===== config.mk =====
export PLATFORM = sky130hd
export DESIGN_NAME = exception_vector_seq
export DESIGN_NICKNAME = d
export VERILOG_FILES = /design/src/rtl/exception_vector_seq.sv
export SDC_FILE = /design/constraint.sdc
export NUM_CORES = 1
export LEC_CHECK = 0
export ABC_AREA = 1
export BUFFER_PORTS_ARGS = -buffer_cell sky130_fd_sc_hd__buf_2
export CAP_MARGIN = 25
export CORE_MARGIN = 4
export CORE_UTILIZATION = 43
export DETAILED_ROUTE_END_ITERATION = 10
export GPL_TIMING_DRIVEN = 0
export PLACE_DENSITY = 0.85
export SYNTH_ARGS = -nofsm -noshare
export SYNTH_HDL_FRONTEND = slang
export SYNTH_SLANG_ARGS = --single-unit

===== constraint.sdc =====
create_clock -name clk -period 1.3 [get_ports clk]
set_input_delay 0 -clock clk [delete_from_list [all_inputs] [get_ports clk]]
set_output_delay 0 -clock clk [all_outputs]
set_load 0.02 [all_outputs]

===== src/rtl/exception_vector_seq.sv =====
// Exception sequencer for a multicycle CPU: steers the memory address mux to a vector slot,
// saves EPC, and loads PC with the handler byte. Optional feature macro: EXC_CAUSE_REG_EN.
module exception_vector_seq #(
    parameter int unsigned MEM_WAIT  = 1,
    parameter logic [31:0] PC_OFFSET = 32'd4
) (
    input  logic        clk,
    input  logic        reset,
    input  logic [2:0]  ctrl_addr_sel,
    input  logic        exc_opcode,
    input  logic        exc_overflow,
    input  logic        exc_divzero,
    input  logic [31:0] pc_in,
    input  logic [31:0] mem_data,
    output logic [2:0]  addr_sel,
    output logic [31:0] epc_out,
    output logic        epc_write,
    output logic [31:0] pc_out,
    output logic        pc_write,
`ifdef EXC_CAUSE_REG_EN
    output logic [1:0]  cause,
    output logic        nested_exc,
`endif
    output logic        stall
);

    typedef enum logic [1:0] {IDLE, SAVE, FETCH, LOAD} state_t;

    state_t      state;
    logic [2:0]  vec_code;
    logic [2:0]  wait_cnt;
    logic [2:0]  exc_code;
    logic        any_exc;
    logic        fetch_done;
    logic        unused_mem_bits;

    function automatic logic [31:0] calc_epc(input logic [31:0] pc);
        return pc - PC_OFFSET;
    endfunction

    assign any_exc         = exc_opcode | exc_overflow | exc_divzero;
    assign fetch_done      = (4'({1'b0, wait_cnt}) + 4'd1) == 4'(MEM_WAIT);
    assign unused_mem_bits = ^mem_data[31:8];

    // Fixed priority: opcode > overflow > divzero (vector slots 253/254/255).
    always_comb begin
        exc_code = 3'b100;
        if (exc_opcode)
            exc_code = 3'b010;
        else if (exc_overflow)
            exc_code = 3'b011;
    end

    // Idle pass-through is combinational so normal operation sees no added latency.
    always_comb begin
        addr_sel = vec_code;
        if (state == IDLE)
            addr_sel = reset ? ctrl_addr_sel : 3'b000;
    end

    always_ff @(posedge clk) begin
        if (!reset) begin
            state     <= IDLE;
            vec_code  <= 3'b000;
            wait_cnt  <= 3'd0;
            epc_out   <= 32'd0;
            pc_out    <= 32'd0;
            epc_write <= 1'b0;
            pc_write  <= 1'b0;
            stall     <= 1'b0;
`ifdef EXC_CAUSE_REG_EN
            cause      <= 2'b00;
            nested_exc <= 1'b0;
`endif
        end else begin
            epc_write <= 1'b0;
            pc_write  <= 1'b0;
`ifdef EXC_CAUSE_REG_EN
            nested_exc <= any_exc && (state != IDLE);
`endif
            case (state)
                IDLE: begin
                    if (any_exc) begin
                        state     <= SAVE;
                        vec_code  <= exc_code;
                        epc_out   <= calc_epc(pc_in);
                        epc_write <= 1'b1;
                        stall     <= 1'b1;
`ifdef EXC_CAUSE_REG_EN
                        cause     <= exc_code[1:0] + 2'b11;
`endif
                    end
                end
                SAVE: begin
                    wait_cnt <= 3'd0;
                    state    <= FETCH;
                end
                FETCH: begin
                    // Handler address is the low byte of the vector slot.
                    wait_cnt <= wait_cnt + 3'd1;
                    if (fetch_done) begin
                        pc_out   <= {24'd0, mem_data[7:0]};
                        pc_write <= 1'b1;
                        state    <= LOAD;
                    end
                end
                LOAD: begin
                    state <= IDLE;
                    stall <= 1'b0;
                end
                default: begin
                    state <= IDLE;
                    stall <= 1'b0;
                end
            endcase
        end
    end

endmodule


# [After elaboration in Yosys (flattened, before gate mapping)]
# Cells that the tools add are included.
[op_classes] add_sub_neg=3 eq_ne=6 n_mux=12 n_bitwise=2 reduce_logical=9
[op_table] operator="$sub A32 B3 Y32 const B" count=1
[op_table] operator="$mux W3" count=4
[op_table] operator="$reduce_and A2 Y1" count=6
[op_table] operator="$pmux W2 S4" count=1
[op_table] operator="$pmux W3 S2" count=1
[op_table] operator="$add A3 B1 Y4 const B" count=1
[op_table] operator="$eq A2 B2 Y1 const B" count=2
[op_table] operator="$eq A4 B1 Y1 const B" count=1
[op_table] operator="$mux W2" count=2
[op_table] operator="$ne A2 B2 Y1 const B" count=2
[op_table] operator="$reduce_bool A2 Y1" count=2
[op_table] operator="$add A3 B1 Y3 const B" count=1
[op_table] operator="$mux W1" count=3
[op_table] operator="$eq A2 B1 Y1 const B" count=1
[op_table] operator="$logic_not A2 Y1" count=1
[op_table] operator="$or A1 B1 Y1" count=2
[op_table] operator="$pmux W1 S2" count=1
[word_totals] reg_bits=51 in_bits=72 wordCells=40

# [Longest topological paths before layout]
[logic_depth] depth_word=4 mapped_depth=10 depth_no_buf=10

# [Worst setup path before layout]
# No wires, ideal clock.
[synth_timing] path_kind="register to register" startpoint="reg state[0]" endpoint="reg epc_out[21]" arrival_time_ps=1281 t_required_ps=1191 setup_slack_ps=-90 stages_incl_launch_ff=9 path_buffers=1 synth_period_minus_slack_ps=1390 cell_sequence="dfxtp_1 -> inv_1 -> ha_1 -> inv_2 -> nor2_8 -> buf_2 -> nand3_1 -> nand2_1 -> inv_1"
[synth_between] elab_chain_cells=2
[synth_rtl] element="start, declared" line_no="29" source="state_t state;"
[synth_rtl] element="start signal, assigned" line_no="63" source="state <= IDLE;"
[synth_rtl] element="start signal, assigned" line_no="84" source="state <= SAVE;"
[synth_rtl] element="start signal, assigned" line_no="96" source="state <= FETCH;"
[synth_rtl] element="$logic_not A2 Y1" line_no="81" source="case (state)"
[synth_rtl] element="$reduce_and A2 Y1 (no source line)"
[synth_rtl] element="end signal, assigned" line_no="86" source="epc_out <= calc_epc(pc_in);"
[synth_rtl] element="end, declared" line_no="16" source="output logic [31:0] epc_out,"
# No other way between the ends.
# A chain may end at the register's enable or synchronous reset.

# [Worst setup path after layout]
[layout_timing] startpoint="reg state[1]" endpoint="reg stall"
[layout_between] elab_chain_cells=3
[layout_rtl] element="$eq A2 B2 Y1 / $logic_not A2 Y1 (equally long branches)" line_no="81"
[layout_rtl] element="$reduce_bool A2 Y1 (no source line) / $ne A2 B2 Y1 (equally long branches)"
[layout_rtl] element="$reduce_and A2 Y1 (no source line)"
[layout_rtl] element="end signal, assigned" line_no="88" source="stall <= 1'b1;"
[layout_rtl] element="end signal, assigned" line_no="109" source="stall <= 1'b0;"
[layout_rtl] element="end signal, assigned" line_no="113" source="stall <= 1'b0;"
[layout_rtl] element="end, declared" line_no="24" source="output logic stall"
# Several ways; a longest one is shown, not always the timed one.

==> impl_metrics.xml <==
<?xml version="1.0" encoding="UTF-8"?>
<metrics>
  <group name="placed_design">
    <metric name="post_detail_place_hpwl" unit="mm">7.40</metric>
    <metric name="gpl.final_weighted_congestion" unit="">0.948</metric>
    <metric name="placed_cells" unit="">692</metric>
    <metric name="place.port_buffers" unit="">93</metric>
    <metric name="minimum_setup_slack_after_placement" unit="ns">-0.257</metric>
    <metric name="placedInstanceArea" unit="mm²">0.00378</metric>
  </group>
  <group name="synth">
    <metric name="largest_family_of_logic_cells_by_synthesized_area" unit="">simple AND/OR/NAND/NOR gates</metric>
    <metric name="synth.area.mux_share" unit="%">0</metric>
    <metric name="synth_xor_area_share" unit="%">2.83</metric>
    <metric name="synth_common_cells" unit="">nor2_1 (105), nand2_1 (85), inv_1 (61)</metric>
    <metric name="synth_async_sr_flop_share" unit="%">0</metric>
    <metric name="yosys_warnings" unit="">0</metric>
    <metric name="ys.flop_type" unit="">dfxtp_1</metric>
    <metric name="synth_edf_count" unit="">0</metric>
    <metric name="synth_seq_area_share" unit="%">33.0</metric>
    <metric name="yosys.cell_count.top_type" unit="">nor2_1</metric>
    <metric name="yosys.area_share.simple" unit="%">34.0</metric>
    <metric name="synth-adder-area-share" unit="%">2.83</metric>
    <metric name="yosys.area.top_type_share" unit="%">33.0</metric>
    <metric name="synth-seq-cells" unit="">51</metric>
    <metric name="synth_area_leaders" unit="">dfxtp_1 (33%), nor2_1 (13%), nand2_1 (10%), inv_1 (7.4%), buf_4 (6.3%)</metric>
    <metric name="syn-cell-area" unit="mm²">0.00309</metric>
    <metric name="avgSynthCellArea" unit="µm²">6.45</metric>
    <metric name="synth_compound_gate_area_share" unit="%">11.0</metric>
    <metric name="synth_top_cell_by_area" unit="">dfxtp_1</metric>
    <metric name="synth_cell_types" unit="">30</metric>
    <metric name="synthesis.instances" unit="">480</metric>
  </group>
  <group name="worst_setup_path">
    <metric name="critical_path.max_fanout" unit="">6</metric>
    <metric name="timing.setup.critical_path_class" unit="">register to register</metric>
    <metric name="start_kind" unit="">register</metric>
    <metric name="required" unit="ns">1.54</metric>
    <metric name="cp_data_arrival_time" unit="ns">1.66</metric>
    <metric name="timing.critical_path.to_type" unit="">register</metric>
  </group>
  <group name="global_routing">
    <metric name="most_used_routing_layer" unit="">met2</metric>
    <metric name="grt.met3_usage" unit="%">2.52</metric>
    <metric name="global_route.usage.met1" unit="%">29.7</metric>
    <metric name="gr-usage-met2" unit="%">40.6</metric>
    <metric name="grt_ovf" unit="">0</metric>
    <metric name="overall_routing_resource_usage" unit="%">23.3</metric>
    <metric name="pin_count_of_the_biggest_net_entering_global_routing" unit="">18</metric>
    <metric name="grt_pass1_wl" unit="mm">16.1</metric>
    <metric name="first_global_vias" unit="">3427</metric>
    <metric name="grt_antenna_before_repair" unit="">0</metric>
  </group>
  <group name="power">
    <metric name="combPwrFrac" unit="%">58.0</metric>
    <metric name="power_switching_share" unit="%">45.5</metric>
    <metric name="vdd_ir_drop_max" unit="µV">923</metric>
    <metric name="p_int" unit="µW">4780</metric>
    <metric name="power.static_leakage" unit="µW">0.00237</metric>
    <metric name="share_of_total_power_in_the_clock_network" unit="%">13.3</metric>
    <metric name="total_switching_power" unit="µW">3990</metric>
    <metric name="pwr_density_cell" unit="mW/mm²">1960</metric>
    <metric name="seq_power_share" unit="%">28.8</metric>
  </group>
  <group name="cells_and_area">
    <metric name="post_layout_nonfiller_instances" unit="">734</metric>
    <metric name="final_nets" unit="">716</metric>
    <metric name="area.sequential" unit="mm²">0.00103</metric>
    <metric name="multi_input_area" unit="mm²">0.00189</metric>
    <metric name="fill_cells" unit="">613</metric>
    <metric name="final_area" unit="mm²">0.00449</metric>
    <metric name="num_antenna_cells" unit="">0</metric>
    <metric name="post_route_cells_drive_above_1_share" unit="%">32.6</metric>
    <metric name="area_growth" unit="%">45.0</metric>
  </group>
  <group name="drt">
    <metric name="detail_route.first_pass.iterations" unit="">5</metric>
    <metric name="routed_wire_length_per_instance" unit="µm">14.3</metric>
    <metric name="avgViaCountPerCell" unit="">4.79</metric>
    <metric name="drc_violations_left" unit="">0</metric>
    <metric name="postRouteAntennaNets" unit="">0</metric>
    <metric name="detail_route.wirelength" unit="mm">10.5</metric>
    <metric name="initialDrtViolationCount" unit="">232</metric>
    <metric name="vias" unit="">3519</metric>
  </group>
  <group name="timing">
    <metric name="tns" unit="ns">-2.79</metric>
    <metric name="finalCritPeriodShare" unit="%">109</metric>
    <metric name="post-route-worst-setup-slack" unit="ns">-0.120</metric>
    <metric name="tightestPinTransition" unit="ns">0.787</metric>
    <metric name="period_needed" unit="ns">1.42</metric>
    <metric name="setup_viol" unit="">48</metric>
    <metric name="remaining_max_slew_budget_at_the_tightest_pin" unit="%">47.5</metric>
    <metric name="report.final.slew_viol_count" unit="">0</metric>
    <metric name="hold_slack" unit="ns">0.00788</metric>
    <metric name="finalClockSkew" unit="ns">0.00934</metric>
    <metric name="finalHoldViolations" unit="">0</metric>
    <metric name="rsz0062_at_grt" unit="">true</metric>
    <metric name="fmax" unit="MHz">704</metric>
  </group>
  <group name="clock_network">
    <metric name="cts_tree" unit="">yes</metric>
    <metric name="insertion_delay" unit="ns">0.31</metric>
    <metric name="clock-sinks" unit="">51</metric>
    <metric name="clock_tree.root_cell" unit="">clkbuf_8</metric>
    <metric name="cts_inserted_buffers" unit="">5</metric>
    <metric name="clock_tree.buffer_depth" unit="">2</metric>
    <metric name="worst_setup_hold_path_clk_slew" unit="ns">0.11</metric>
    <metric name="cts.htree.levels" unit="">2</metric>
  </group>
  <group name="die">
    <metric name="placementRows" unit="">30</metric>
    <metric name="io_pins" unit="">142</metric>
    <metric name="die_y" unit="µm">92.8</metric>
    <metric name="dieWidth" unit="µm">92.8</metric>
    <metric name="die_area" unit="mm²">0.00862</metric>
    <metric name="initial_core_util" unit="%">44.8</metric>
    <metric name="core_region_area" unit="mm²">0.00691</metric>
  </group>
  <group name="worst_hold_path">
    <metric name="worstHoldPathType" unit="">input port to register</metric>
  </group>
  <group name="run_status">
    <metric name="failed_checks" unit="">negative setup slack</metric>
    <metric name="outcome" unit="">complete, but fails checks</metric>
  </group>
  <group name="flow_run">
    <metric name="reported_max_cap_violation_count" unit="">0</metric>
  </group>
</metrics>
worst paths after layout:
kind	startpoint	endpoint	slack, ns	cells after the start
worst min register to register	vec_code[0]$_SDFFE_PN0P_	vec_code[0]$_SDFFE_PN0P_	0.49	2
worst min-delay path	pc_in[31]	epc_out[31]$_SDFFE_PN0P_	0.008	5
worst max-delay path	state[1]$_SDFFE_PN0P_	stall$_SDFFE_PN0P_	-0.12	7
worst max register to register	state[1]$_SDFFE_PN0P_	stall$_SDFFE_PN0P_	-0.12	7
power groups by stage:
stage	Clock, µW	Combinational, µW	Sequential [µW]
5_1_grt	1250	5450	2590
3_3_place_gp	0	3790	2450
2_1_floorplan	0	2030	3090
4_1_cts	1170	4490	2460
6_report	1160	5090	2520
3_5_place_dp	0	3890	2460
stage by stage:
| step | power [µW] | util [%] |
|---|---|---|
| after detailed placement | 6350 | 54.8 |
| after floorplan | 5130 | - |
| after global routing | 9290 | 65.0 |
| after CTS | 8120 | 61.9 |
| final | 8770 | 65.0 |
| after global placement | 6230 | 54.8 |
sequential cells by signal, indices dropped and copies added (netlist names):
signal     cells
epc_write      1
pc_write       1
epc_out       32
state          2
pc_out         8
wait_cnt       3
stall          1
vec_code       3
logic make-up after synthesis:
group,Yosys count
AO/OA/AOI/OAI,64
flip-flops,51
buffers and inverters,101
XOR/XNOR,10
adder cells (fa/ha/maj),7
AND/OR/NAND/NOR,246
other,1
final cells by class:
cell class                      count  area share, %
Buffer                             37           6.58
Clock buffer                        5           1.53
Clock inverter                      3           1.06
Inverter                           64           5.69
Multi-Input combinational cell    352           42.1
Sequential cell                    51           22.9
Tap cell                           96           2.68
Timing Repair Buffer              126           17.5
routing by layer:
metal / vias up / wire [µm]
met1: 1622 / 4520
met3: 18 / 485
met5: - / 0
met4: 0 / 227
li1: 1765 / -
met2: 114 / 5230
layout by cell type (no fill, tap or decap), types with 3 or more instances in the layout:
| cell | netlist | layout |
|---|---|---|
| buf_2 | 2 | 91 |
| nor2_4 | 1 | 7 |
| o21ai_1 | 11 | 13 |
| a21oi_2 | 0 | 5 |
| ha_4 | 0 | 3 |
| inv_2 | 1 | 3 |
| o21ai_2 | 0 | 7 |
| nand2_1 | 85 | 79 |
| o21bai_1 | 5 | 4 |
| nand2_2 | 2 | 4 |
| o21ai_0 | 28 | 19 |
| buf_4 | 26 | 37 |
| nand4_1 | 7 | 7 |
| nor2_1 | 105 | 95 |
| nand2_4 | 0 | 4 |
| nor3_1 | 9 | 8 |
| dfxtp_1 | 51 | 47 |
| conb_1 | 1 | 24 |
| clkbuf_1 | 6 | 5 |
| dlygate4sd3_1 | 0 | 17 |
| nand3_1 | 29 | 28 |
| nor2_2 | 4 | 9 |
| xor2_1 | 7 | 7 |
| ha_1 | 7 | 3 |
| dfxtp_2 | 0 | 4 |
| a21oi_1 | 17 | 12 |
| clkbuf_8 | 0 | 6 |
| buf_6 | 3 | 10 |
| inv_1 | 61 | 57 |
worst max-delay path: stages (launching register included):
cell and delay (ns):
dfxtp_2 0.35, inv_2 0.08, ha_4 0.19, inv_8 0.06
nor2_8 0.20, buf_4 0.19, o21ai_0 0.09, a21oi_1 0.18
timing repair:
item	4_1_cts	5_1_grt
pin swaps	8	16
setup buffers	8	4
hold buffers	17	0
gates cloned	5	0
endpoints found under the setup margin	50	50
hold endpoints to repair	16	0
gates resized for setup	38	52
Power figures use the tool's default switching activity.
